[src/rtl/uvmt_cv32e40s_obi_arb_pkg.sv]
// ============================================================================
// uvmt_cv32e40s_obi_arb_pkg : shared types for the instr/data OBI arbiter
// Revision: 1.0
// ============================================================================
`default_nettype none

package uvmt_cv32e40s_obi_arb_pkg;

  typedef enum logic {
    OBI_SRC_INSTR,
    OBI_SRC_DATA
  } obi_src_e;

  typedef enum logic [1:0] {
    ARB_IDLE,
    ARB_LOCK_I,
    ARB_LOCK_D
  } arb_state_e;

endpackage

`default_nettype wire

[src/rtl/uvmt_cv32e40s_obi_arb_fifo.sv]
// ============================================================================
// uvmt_cv32e40s_obi_arb_fifo : in-order source-tag FIFO for outstanding txns
// Revision: 1.0
// ============================================================================
`default_nettype none

module uvmt_cv32e40s_obi_arb_fifo
  import uvmt_cv32e40s_obi_arb_pkg::*;
#(
  parameter int DEPTH = 2
) (
  input  logic                         clk,
  input  logic                         rst_n,
  input  logic                         push,
  input  obi_src_e                     push_src,
  input  logic                         pop,
  output obi_src_e                     head_src,
  output logic                         full,
  output logic                         empty,
  output logic [$clog2(DEPTH+1)-1:0]   count
);

  localparam int PW = (DEPTH > 1) ? $clog2(DEPTH) : 1;
  localparam int CW = $clog2(DEPTH + 1);

  obi_src_e          entries [DEPTH];
  logic [PW-1:0]     wr_ptr;
  logic [PW-1:0]     rd_ptr;
  logic              push_en;
  logic              pop_en;

  // Pointers wrap explicitly so non-power-of-two depths work.
  function automatic logic [PW-1:0] ptr_inc(input logic [PW-1:0] p);
    return (p == PW'(DEPTH - 1)) ? '0 : p + 1'b1;
  endfunction

  assign full     = (count == CW'(DEPTH));
  assign empty    = (count == '0);
  assign push_en  = push && !full;
  assign pop_en   = pop && !empty;
  assign head_src = entries[rd_ptr];

  always_ff @(posedge clk) begin
    if (push_en) begin
      entries[wr_ptr] <= push_src;
    end
  end

  always_ff @(posedge clk) begin
    if (!rst_n) begin
      wr_ptr <= '0;
      rd_ptr <= '0;
      count  <= '0;
    end else begin
      if (push_en) begin
        wr_ptr <= ptr_inc(wr_ptr);
      end
      if (pop_en) begin
        rd_ptr <= ptr_inc(rd_ptr);
      end
      case ({push_en, pop_en})
        2'b10:   count <= count + 1'b1;
        2'b01:   count <= count - 1'b1;
        default: count <= count;
      endcase
    end
  end

endmodule

`default_nettype wire

[src/rtl/uvmt_cv32e40s_obi_arbiter.sv]
// ============================================================================
// uvmt_cv32e40s_obi_arbiter : round-robin instr/data OBI arbiter onto one port
// Revision: 1.0
// ============================================================================
`default_nettype none

module uvmt_cv32e40s_obi_arbiter
  import uvmt_cv32e40s_obi_arb_pkg::*;
#(
  parameter int MAX_OUTSTANDING = 2,
  parameter int ADDR_WIDTH      = 32,
  parameter int DATA_WIDTH      = 32
) (
  input  logic                                   clk,
  input  logic                                   rst_n,
  input  logic                                   instr_req_i,
  input  logic [ADDR_WIDTH-1:0]                  instr_addr_i,
  output logic                                   instr_gnt_o,
  output logic                                   instr_rvalid_o,
  output logic [DATA_WIDTH-1:0]                  instr_rdata_o,
  output logic                                   instr_err_o,
  input  logic                                   data_req_i,
  input  logic [ADDR_WIDTH-1:0]                  data_addr_i,
  input  logic                                   data_we_i,
  input  logic [DATA_WIDTH/8-1:0]                data_be_i,
  input  logic [DATA_WIDTH-1:0]                  data_wdata_i,
  output logic                                   data_gnt_o,
  output logic                                   data_rvalid_o,
  output logic [DATA_WIDTH-1:0]                  data_rdata_o,
  output logic                                   data_err_o,
  output logic                                   mem_req_o,
  output logic [ADDR_WIDTH-1:0]                  mem_addr_o,
  output logic                                   mem_we_o,
  output logic [DATA_WIDTH/8-1:0]                mem_be_o,
  output logic [DATA_WIDTH-1:0]                  mem_wdata_o,
  input  logic                                   mem_gnt_i,
  input  logic                                   mem_rvalid_i,
  input  logic [DATA_WIDTH-1:0]                  mem_rdata_i,
  input  logic                                   mem_err_i,
  output logic [$clog2(MAX_OUTSTANDING+1)-1:0]   outstanding_o,
  output logic                                   protocol_err_o
);

  localparam logic [1:0] ST_IDLE   = ARB_IDLE;
  localparam logic [1:0] ST_LOCK_I = ARB_LOCK_I;
  localparam logic [1:0] ST_LOCK_D = ARB_LOCK_D;

  logic [1:0] state;
  logic [1:0] state_next;
  obi_src_e   rr_last;
  obi_src_e   sel;
  logic       sel_req;
  logic       handshake;
  logic       resp_fwd;
  logic       resp_spurious;
  logic       lock_drop;
  obi_src_e   head_src;
  logic       fifo_full;
  logic       fifo_empty;

  // Selection is frozen while a lock is held; otherwise round-robin on ties.
  always_comb begin
    sel     = OBI_SRC_INSTR;
    sel_req = 1'b0;
    case (state)
      ST_LOCK_I: begin
        sel     = OBI_SRC_INSTR;
        sel_req = instr_req_i;
      end
      ST_LOCK_D: begin
        sel     = OBI_SRC_DATA;
        sel_req = data_req_i;
      end
      default: begin
        if (instr_req_i && data_req_i) begin
          sel = (rr_last == OBI_SRC_DATA) ? OBI_SRC_INSTR : OBI_SRC_DATA;
        end else if (data_req_i) begin
          sel = OBI_SRC_DATA;
        end
        sel_req = instr_req_i || data_req_i;
      end
    endcase
  end

  assign mem_req_o   = rst_n && sel_req && !fifo_full;
  assign handshake   = mem_req_o && mem_gnt_i;
  assign instr_gnt_o = handshake && (sel == OBI_SRC_INSTR);
  assign data_gnt_o  = handshake && (sel == OBI_SRC_DATA);

  assign mem_addr_o  = !rst_n ? '0 : (sel == OBI_SRC_DATA) ? data_addr_i : instr_addr_i;
  assign mem_we_o    = rst_n && (sel == OBI_SRC_DATA) && data_we_i;
  assign mem_be_o    = !rst_n ? '0 : (sel == OBI_SRC_DATA) ? data_be_i : '1;
  assign mem_wdata_o = (rst_n && (sel == OBI_SRC_DATA)) ? data_wdata_i : '0;

  // A response with nothing outstanding is dropped and flagged.
  assign resp_fwd      = rst_n && mem_rvalid_i && !fifo_empty;
  assign resp_spurious = rst_n && mem_rvalid_i && fifo_empty;
  assign lock_drop     = rst_n && (state != ST_IDLE) && !sel_req;

  assign instr_rvalid_o = resp_fwd && (head_src == OBI_SRC_INSTR);
  assign data_rvalid_o  = resp_fwd && (head_src == OBI_SRC_DATA);
  assign instr_rdata_o  = instr_rvalid_o ? mem_rdata_i : '0;
  assign data_rdata_o   = data_rvalid_o ? mem_rdata_i : '0;
  assign instr_err_o    = instr_rvalid_o && mem_err_i;
  assign data_err_o     = data_rvalid_o && mem_err_i;

  always_comb begin
    state_next = state;
    case (state)
      ST_IDLE: begin
        if (mem_req_o && !mem_gnt_i) begin
          state_next = (sel == OBI_SRC_INSTR) ? ST_LOCK_I : ST_LOCK_D;
        end
      end
      ST_LOCK_I, ST_LOCK_D: begin
        if (!sel_req || mem_gnt_i) begin
          state_next = ST_IDLE;
        end
      end
      default: state_next = ST_IDLE;
    endcase
  end

  always_ff @(posedge clk) begin
    if (!rst_n) begin
      state          <= ST_IDLE;
      rr_last        <= OBI_SRC_DATA;
      protocol_err_o <= 1'b0;
    end else begin
      state <= state_next;
      if (handshake) begin
        rr_last <= sel;
      end
      if (resp_spurious || lock_drop) begin
        protocol_err_o <= 1'b1;
      end
    end
  end

  uvmt_cv32e40s_obi_arb_fifo #(
    .DEPTH (MAX_OUTSTANDING)
  ) u_tag_fifo (
    .clk      (clk),
    .rst_n    (rst_n),
    .push     (handshake),
    .push_src (sel),
    .pop      (resp_fwd),
    .head_src (head_src),
    .full     (fifo_full),
    .empty    (fifo_empty),
    .count    (outstanding_o)
  );

endmodule

`default_nettype wire

[config.mk]
export PLATFORM = sky130hd
export DESIGN_NAME = uvmt_cv32e40s_obi_arbiter
export DESIGN_NICKNAME = d
export VERILOG_FILES = /design/src/rtl/uvmt_cv32e40s_obi_arb_pkg.sv /design/src/rtl/uvmt_cv32e40s_obi_arb_fifo.sv /design/src/rtl/uvmt_cv32e40s_obi_arbiter.sv
export SDC_FILE = /design/constraint.sdc
export NUM_CORES = 1
export LEC_CHECK = 0
export CAP_MARGIN = 20
export CORE_AREA = 3 3 110 112
export CTS_CLUSTER_SIZE = 10
export DETAILED_ROUTE_END_ITERATION = 10
export DIE_AREA = 0 0 113 115
export SETUP_SLACK_MARGIN = 0.02
export SLEW_MARGIN = 20
export SYNTH_ARGS = -nofsm -noshare
export SYNTH_HDL_FRONTEND = slang
export SYNTH_SLANG_ARGS = --single-unit
export TNS_END_PERCENT = 50
[constraint.sdc]
create_clock -name clk -period 3 [get_ports clk]
set_input_delay 0.3 -clock clk [delete_from_list [all_inputs] [get_ports clk]]
set_output_delay 0.3 -clock clk [all_outputs]
set_load 0.005 [all_outputs]
==> results of run 1 <==
[logic make-up (layout without fill, tap and decap cells)]
| family | Yosys count | after routing |
|---|---|---|
| muxes | 2 | 2 |
| AOI/OAI and AO/OA | 51 | 51 |
| and+or+nand+nor | 217 | 217 |
| xor gates and xnor gates | 3 | 3 |
| DFF | 11 | 11 |
| buffers and inverters | 33 | 297 |
| adders and majority gates | 4 | 4 |
[sequential cells by signal, summed over array words and instances, names as in the netlist, named ones only]
signal              count
u_tag_fifo.wr_ptr       1
u_tag_fifo.count        2
rr_last                 1
protocol_err_o          1
u_tag_fifo.rd_ptr       1
state                   2
u_tag_fifo.entries      2
[cells in the mapped netlist, types with 2 or more instances]
cell type | count | share of area [%]
o21ai_0 | 2 | 0.54
nor2_1 | 70 | 14
nor3_1 | 2 | 0.54
a31oi_1 | 2 | 0.68
xnor2_1 | 2 | 0.95
buf_2 | 8 | 2.2
or3_1 | 2 | 0.68
a21boi_1 | 20 | 8.2
inv_1 | 3 | 0.61
o2bb2ai_1 | 2 | 0.95
and3_1 | 34 | 12
nor2b_1 | 2 | 0.68
edfxtp_1 | 2 | 3.3
and2_1 | 3 | 1.0
buf_4 | 5 | 2.0
nand2_1 | 100 | 20
dfxtp_1 | 9 | 9.8
clkbuf_1 | 15 | 3.1
o21a_1 | 4 | 1.6
ha_1 | 4 | 2.7
a21boi_0 | 14 | 5.7
[final timing paths]
check,to,cells past startpoint
max,mem_addr_o[4],9
min,flip-flop,2
max reg2reg,u_tag_fifo.count[1]$_SDFFE_PN0P_,7
min reg2reg,rr_last$_SDFFE_PN1N_,2
[layout make-up]
type	instances	area, um2
Clock buffer	4	78.8
Sequential cell	11	240
Fill cell	1171	6460
Multi-Input combinational cell	277	1450
Tap cell	143	179
Timing Repair Buffer	289	2900
Inverter	4	15.0
[power by group]
| part | total, W | internal, W | leakage (nW) | switching (W) |
|---|---|---|---|---|
| combinational | 0.000858 | 0.000500 | 1.82 | 0.000358 |
| clock | 0.000241 | 0.000178 | 0.0382 | 0.0000626 |
| sequential | 0.000194 | 0.000175 | 0.0924 | 0.0000191 |
[per-layer routing]
layer  vias up  share of wire (%)
met4         0                1.5
met2       182                 51
met3         8                 11
met5         -                  0
li1       1574                  -
met1      1349                 37
[per-stage QoR]
stage / utilization (%) / area (um2) / total power [W] / setup WS [ps] / hold WS [ps]
after detailed placement: 42.2 / 4780 / 0.00106 / 453 / 486
after global routing: 42.9 / 4860 / 0.00139 / 92.4 / 366
after global placement: 42.2 / 4780 / 0.00106 / 520 / 479
after floorplan: - / 1840 / 0.000558 / 959 / 440
after CTS: 42.9 / 4860 / 0.00132 / 264 / 349
final: 42.9 / 4860 / 0.00129 / 308 / 343
==> qor.yml, run 1 <==
path_buf_inv: 4
hpwl_um: 9120
ys_seq_area_share_pct: 13.1
htreeDepth: 1
max_stage_delay_ps: 540
drtIter0Drc: 143
rsz0062_at_grt: "false"
cp-start-kind: "flip-flop"
hold_viol_final: 0
fmax_mhz: 372
crit_start: "state[0]$_SDFFE_PN0P_"
clock_path_buffers: 2
wl_per_cell_um: 14.8
slew_viol_final: 0
gr-total-overflow: 0
cts-root-buf: "clkbuf_16"
grt_pass1_wl_um: 15300
worst_slew_pin_slew_ps: 626
drive_above_1_share_pct: 3.25
ant_nets: 0
grtUsageMet2_pct: 28.5
period_share_pct: 89.7
period_needed_ps: 2690
antenna_cells: 0
post_cts_hold_buffer_count: 0
path_cells: "inv_1 -> ha_1 -> nor2b_1 -> a22oi_2 -> inv_2 -> buf_12 -> nand2_1 -> a21boi_0 -> clkdlybuf4s50_1"
cts_setup_buffers: 0
drv_cap: 0
final_common_cell: "clkdlybuf4s50_1"
postSynthAreaPerCell_um2: 5.73
antenna_found_initial: 0
use_met1_pct: 15.4
setup_tns_ps: 0
place_congestion: 0.921
synth_fa_ha_area_share_pct: 2.72
final_cell_mix: "clkdlybuf4s50_1, nand2_1, nor2_1"
critical_path.slowest_cell: "clkdlybuf4s50_1"
clock-sinks: 11
timing_worst_setup_path_type: "reg2out"
first_pass_iters: 4
synth_xor_area_share_pct: 1.43
fp.dieW_um: 113
grt_pass1_vias: 2902
yosysUniqueCellTypes: 37
port_buffers: 282
synth_compound_area_share_pct: 22.1
drc: 0
synth_top_family_by_area: "simple AND/OR/NAND/NOR gates"
layout.nets: 730
track_usage_pct: 14.6
viasPerCell: 4.28
cts_tree: "yes"
required_ps: 2700
yosys.area_share.simple_pct: 50.8
syn_inst: 321
power_leakage_nw: 1.95
top_usage_layer: "met2"
powerDensity_nw_per_um2: 266
ys_warn_count: 0
finalSetupViolCount: 0
synthMuxAreaShare_pct: 1.16
syn_area_um2: 1840
rows: 39
start_util_pct: 16.2
synth.net_count: 465
r2r-start: "state[0]$_SDFFE_PN0P_"
die_y_um: 115
hold_start: "rst_n"
grtUsageMet3_pct: 4.53
synthFlopType: "dfxtp_1"
async_reset_ff_share_pct: 0
worstSetupEndpointType: "primary output"
die_area_um2: 13000
dr_total_vias: 3113
drt-total-wl_um: 10800
cts-resized-gates: 0
rrSetupSlack_ps: 740
cts_buffers: 3
synth-seq-cells: 11
core-area_um2: 11300
worstPathArrival_ps: 2390
crit_fanout: 39
syn2layout_area_growth_pct: 164
maxSlewHeadroom_pct: 58.2
hold_class: "in2reg"
vdd_drop_max_v: 0.000119
insertion_delay_ps: 230
dpl.cell_count: 724
grt_max_degree: 78
crit_family: "buffers and inverters"
synth_edf_count: 2
fin_skew_ps: 1.29
finalNonFillerCells: 728
ioPinCount: 283
status: "complete, no violations"
clk_pin_slew_ps: 40
(Power assumes the default switching activity.)
==> run 2, diff against run 1 <==
- SETUP_SLACK_MARGIN: 0.02 -> 0.4
==> qor.yml, run 2 (same netlist as run 1, synthesis figures left out) <==
drive_above_1_share_pct: 5.73
cp-start-kind: "flip-flop"
wl_per_cell_um: 15.5
crit_family: "buffers and inverters"
powerDensity_nw_per_um2: 272
pre_cts_ws_ps: 453
r2r-end: "u_tag_fifo.count[1]$_SDFFE_PN0P_"
drv_cap: 0
htreeDepth: 1
crit_fanout: 19
drc: 0
viasPerCell: 4.34
finalSetupViolCount: 0
cts_buffers: 3
power.internal_w: 0.000911
power_leakage_nw: 2.47
place_area_um2: 4780
gr-total-overflow: 0
clockPowerShare_pct: 17.4
clock_path_buffers: 2
hpwl_um: 9120
crit_cells: 9
start_util_pct: 16.2
dr_total_vias: 3193
switching_share_pct: 34.1
grt_pass1_vias: 2939
fp.dieW_um: 113
track_usage_pct: 15.1
grt_pass1_wl_um: 15700
cts-root-buf: "clkbuf_16"
endpoint: "mem_addr_o[8]"
clk_pin_slew_ps: 40
final_cell_mix: "clkdlybuf4s50_1, nand2_1, nor2_1"
drtIter0Drc: 148
worst_slew_pin_slew_ps: 629
hold_class: "in2reg"
fin_skew_ps: 1.96
port_buffers: 282
clock-sinks: 11
setup_tns_ps: 0
worstPathArrival_ps: 2260
path_buf_inv: 4
core-area_um2: 11300
period_share_pct: 85.3
slew_viol_final: 0
period_needed_ps: 2560
rrSetupSlack_ps: 820
fmax_mhz: 391
p_switching_w: 0.000472
reg_top3: "state: 2 flops, u_tag_fifo.count: 2 flops, u_tag_fifo.entries: 2 flops"
required_ps: 2700
place_congestion: 0.921
cts_tree: "yes"
syn2layout_area_growth_pct: 177
p_comb_share_pct: 68.4
pwr-share-seq_pct: 14.1
drt-total-wl_um: 11400
critical_path.slowest_cell: "clkdlybuf4s50_1"
crit_start: "state[1]$_SDFFE_PN0P_"
post_cts_hold_buffer_count: 0
worstSetupEndpointType: "primary output"
rr_worst_depth: 7
fin_ws_ps: 441
hold_viol_final: 0
status: "complete, no violations"
vdd_drop_max_v: 0.000123
maxSlewHeadroom_pct: 58.0
first_pass_iters: 4
rsz0062_at_grt: "true"
final_design_area_no_fill_um2: 5090
ant_nets: 0
path_cells: "inv_1 -> ha_4 -> nor2b_2 -> a22oi_2 -> buf_6 -> clkbuf_16 -> nand2_1 -> a21boi_1 -> clkdlybuf4s50_1"
rows: 39
r2r-start: "state[0]$_SDFFE_PN0P_"
antenna_cells: 0
max_stage_delay_ps: 530
ioPinCount: 283
grt_max_degree: 78
antenna_found_initial: 0
final_common_cell: "clkdlybuf4s50_1"
die_y_um: 115
die_area_um2: 13000
insertion_delay_ps: 230
layout.nets: 738
timing_worst_setup_path_type: "reg2out"
==> run 2: changes by cell type in the layout (fill, tap and decap cells not counted), sizes merged <==
cell / before / now
bufbuf: 0 / 1
dlymetal6s2s: 0 / 31
clkbuf: 4 / 6
buf: 8 / 13
clkdlybuf4s50: 281 / 250
==> run 2: what timing repair did <==
| item | in CTS | in global routing |
|---|---|---|
| gates resized for setup | 3 | 40 |
| cloned | 1 | 2 |
| buffers inserted | 1 | 4 |
| pin swaps | 1 | 1 |
| endpoints found under the setup margin | 51 | 67 |
==> run 2: how the worst min path moves through the flow <==
stage                                         startpoint                        endpoint  slack [ps]  depth (start not counted)
final                                              rst_n                       flip-flop         340                          2
after global routing                               rst_n                       flip-flop         370                          2
after CTS                                          rst_n  u_tag_fifo.rd_ptr$_SDFFE_PN0P_         350                          2
after detailed placement            rr_last$_SDFFE_PN1N_            rr_last$_SDFFE_PN1N_         490                          2
after global placement    u_tag_fifo.wr_ptr$_SDFFE_PN0N_  u_tag_fifo.wr_ptr$_SDFFE_PN0N_         480                          1
after floorplan                     rr_last$_SDFFE_PN1N_            rr_last$_SDFFE_PN1N_         440                          2
==> run 2: per-stage QoR <==
| step | hold WS [ps] | instances | total power (W) | util, % |
|---|---|---|---|---|
| after floorplan | 440 | 321 | 0.000558 | - |
| after global placement | 479 | 724 | 0.00106 | 42.2 |
| after detailed placement | 486 | 724 | 0.00106 | 42.2 |
| after CTS | 349 | 730 | 0.00136 | 43.4 |
| after global routing | 366 | 736 | 0.00148 | 44.9 |
| final | 344 | 736 | 0.00138 | 44.9 |
==> run 2: area by class of cell <==
class                   instances  area, um2
fillers                      1145       6230
inverters                       4       15.0
multi-input cells             277       1470
well taps                     143        179
flip-flops and latches         11        243
clock buffers                   4       78.8
repair buffers                297       3100
==> run 2: layer usage <==
metal | GRT usage [%] | part of all wire [%] | up-vias
li1 | - | - | 1595
met1 | 15.8 | 37 | 1404
met2 | 29.4 | 51 | 184
met3 | 4.53 | 10 | 10
met4 | 3.45 | 1.8 | 0
met5 | 0 | 0 | -
==> run 2: power groups by stage <==
stage / registers [W] / clock network, W / logic [W]
3_5_place_dp: 0.000198 / 0 / 0.000866
3_3_place_gp: 0.000197 / 0 / 0.000862
5_1_grt: 0.000199 / 0.000253 / 0.00102
2_1_floorplan: 0.000191 / 0 / 0.000366
4_1_cts: 0.000195 / 0.000250 / 0.000913
6_report: 0.000196 / 0.000241 / 0.000946
==> run 3, diff against run 2 <==
- SKIP_CTS_REPAIR_TIMING: not set -> 1
==> qor.yml, run 3 (same netlist as run 1, synthesis figures left out) <==
finalSetupViolCount: 0
critical_path.slowest_cell: "clkdlybuf4s50_1"
power_leakage_nw: 2.31
finalPower_w: 0.00139
core-area_um2: 11300
cts_buffers: 3
drtIter0Drc: 147
layout.nets: 735
hpwl_um: 9120
htreeDepth: 1
rsz0062_at_grt: "true"
drc: 0
worstPathArrival_ps: 2270
pwr-share-seq_pct: 14.1
timing_worst_setup_path_type: "reg2out"
worstSetupEndpointType: "primary output"
antenna_cells: 0
syn2layout_area_growth_pct: 175
utilization_pct: 44.7
nFillCells: 1153
insertion_delay_ps: 230
wl_per_cell_um: 15.6
ant_nets: 0
period_share_pct: 85.7
gr-total-overflow: 0
power.internal_w: 0.000911
rows: 39
switching_share_pct: 34.3
powerDensity_nw_per_um2: 274
die_y_um: 115
fin_skew_ps: 1.39
cts-root-buf: "clkbuf_16"
slew_viol_final: 0
cts_tree: "yes"
clockPowerShare_pct: 17.4
hold_viol_final: 0
dpl.cell_count: 724
final_common_cell: "clkdlybuf4s50_1"
final_cell_mix: "clkdlybuf4s50_1, nand2_1, nor2_1"
dr_total_vias: 3192
cp-start-kind: "flip-flop"
grt_max_degree: 78
path_cells: "inv_2 -> ha_4 -> nor2b_2 -> a22oi_2 -> buf_4 -> inv_8 -> clkbuf_16 -> nand2_1 -> a21boi_1 -> clkdlybuf4s50_1"
ioPinCount: 283
first_pass_iters: 4
max_stage_delay_ps: 530
track_usage_pct: 14.6
reg_top3: "state: 2 flops, u_tag_fifo.count: 2 flops, u_tag_fifo.entries: 2 flops"
required_ps: 2700
crit_fanout: 19
status: "complete, no violations"
die_area_um2: 13000
vdd_drop_max_v: 0.000129
drv_cap: 0
drt-total-wl_um: 11400
port_buffers: 282
pre_cts_ws_ps: 453
period_needed_ps: 2570
clock_path_buffers: 2
setup_tns_ps: 0
clock-sinks: 11
p_switching_w: 0.000476
viasPerCell: 4.35
start_util_pct: 16.2
grt_pass1_wl_um: 15300
finalNonFillerCells: 733
maxSlewHeadroom_pct: 58.0
fin_ws_ps: 430
drive_above_1_share_pct: 5.42
hold_class: "in2reg"
clk_pin_slew_ps: 40
fmax_mhz: 389
antenna_found_initial: 0
fp.dieW_um: 113
worst_slew_pin_slew_ps: 630
p_comb_share_pct: 68.5
grt_pass1_vias: 2902
place_congestion: 0.921
-- run 3: cell types whose count changed in the layout (fill, tap and decap cells not counted) --
cell             previous run  this run
buf_12                      2         3
buf_6                       2         0
clkdlybuf4s50_1           250       260
inv_1                       2         1
clkbuf_16                   5         7
buf_4                       8         5
dlymetal6s2s_1             31        21
inv_8                       0         1
bufbuf_16                   1         0
-- run 3: worst paths after layout --
path                         start  slack, ps                                to  cells after the start
max          state[0]$_SDFFE_PN0P_        430                     mem_addr_o[8]                     10
min                          rst_n        340                         flip-flop                      2
max reg2reg  state[0]$_SDFFE_PN0P_        840  u_tag_fifo.count[1]$_SDFFE_PN0P_                      7
min reg2reg   rr_last$_SDFFE_PN1N_        480              rr_last$_SDFFE_PN1N_                      2
-- run 3: power by group through the flow --
stage | Sequential (W) | Combinational (W) | Clock, W
2_1_floorplan | 0.000191 | 0.000366 | 0
3_3_place_gp | 0.000197 | 0.000862 | 0
3_5_place_dp | 0.000198 | 0.000866 | 0
4_1_cts | 0.000195 | 0.000872 | 0.000250
5_1_grt | 0.000199 | 0.00103 | 0.000253
6_report | 0.000196 | 0.000950 | 0.000241
-- run 3: final cells by class --
type | instances | area, um2 | area share [%]
tap | 143 | 179 | 3.53
multi-input combinational | 277 | 1470 | 29.1
timing repair buffer | 294 | 3070 | 60.6
sequential | 11 | 243 | 4.79
inverter | 4 | 22.5 | 0.445
clock buffer | 4 | 78.8 | 1.56
-- run 3: metal layers --
layer	track usage [%]	vias to the layer above	share of wire, %
met5	0	-	0
met4	3.04	0	1.5
met3	4.53	8	10
met2	28.5	178	52
met1	15.4	1420	36
li1	-	1586	-
-- run 3: critical path, delay by kind of cell, from the launching register on --
family / cells / cell delay [ps]
AO/OA/AOI/OAI: 2 / 210
flip-flops: 1 / 340
buffers and inverters: 5 / 1050
adder cells (fa/ha/maj): 1 / 250
AND/OR/NAND/NOR: 2 / 180
-- run 3: through the flow --
stage,hold slack (ps),cell area (um2)
after floorplan,440,1840
final,343,5060
after global placement,479,4780
after CTS,349,4860
after detailed placement,486,4780
after global routing,366,5060
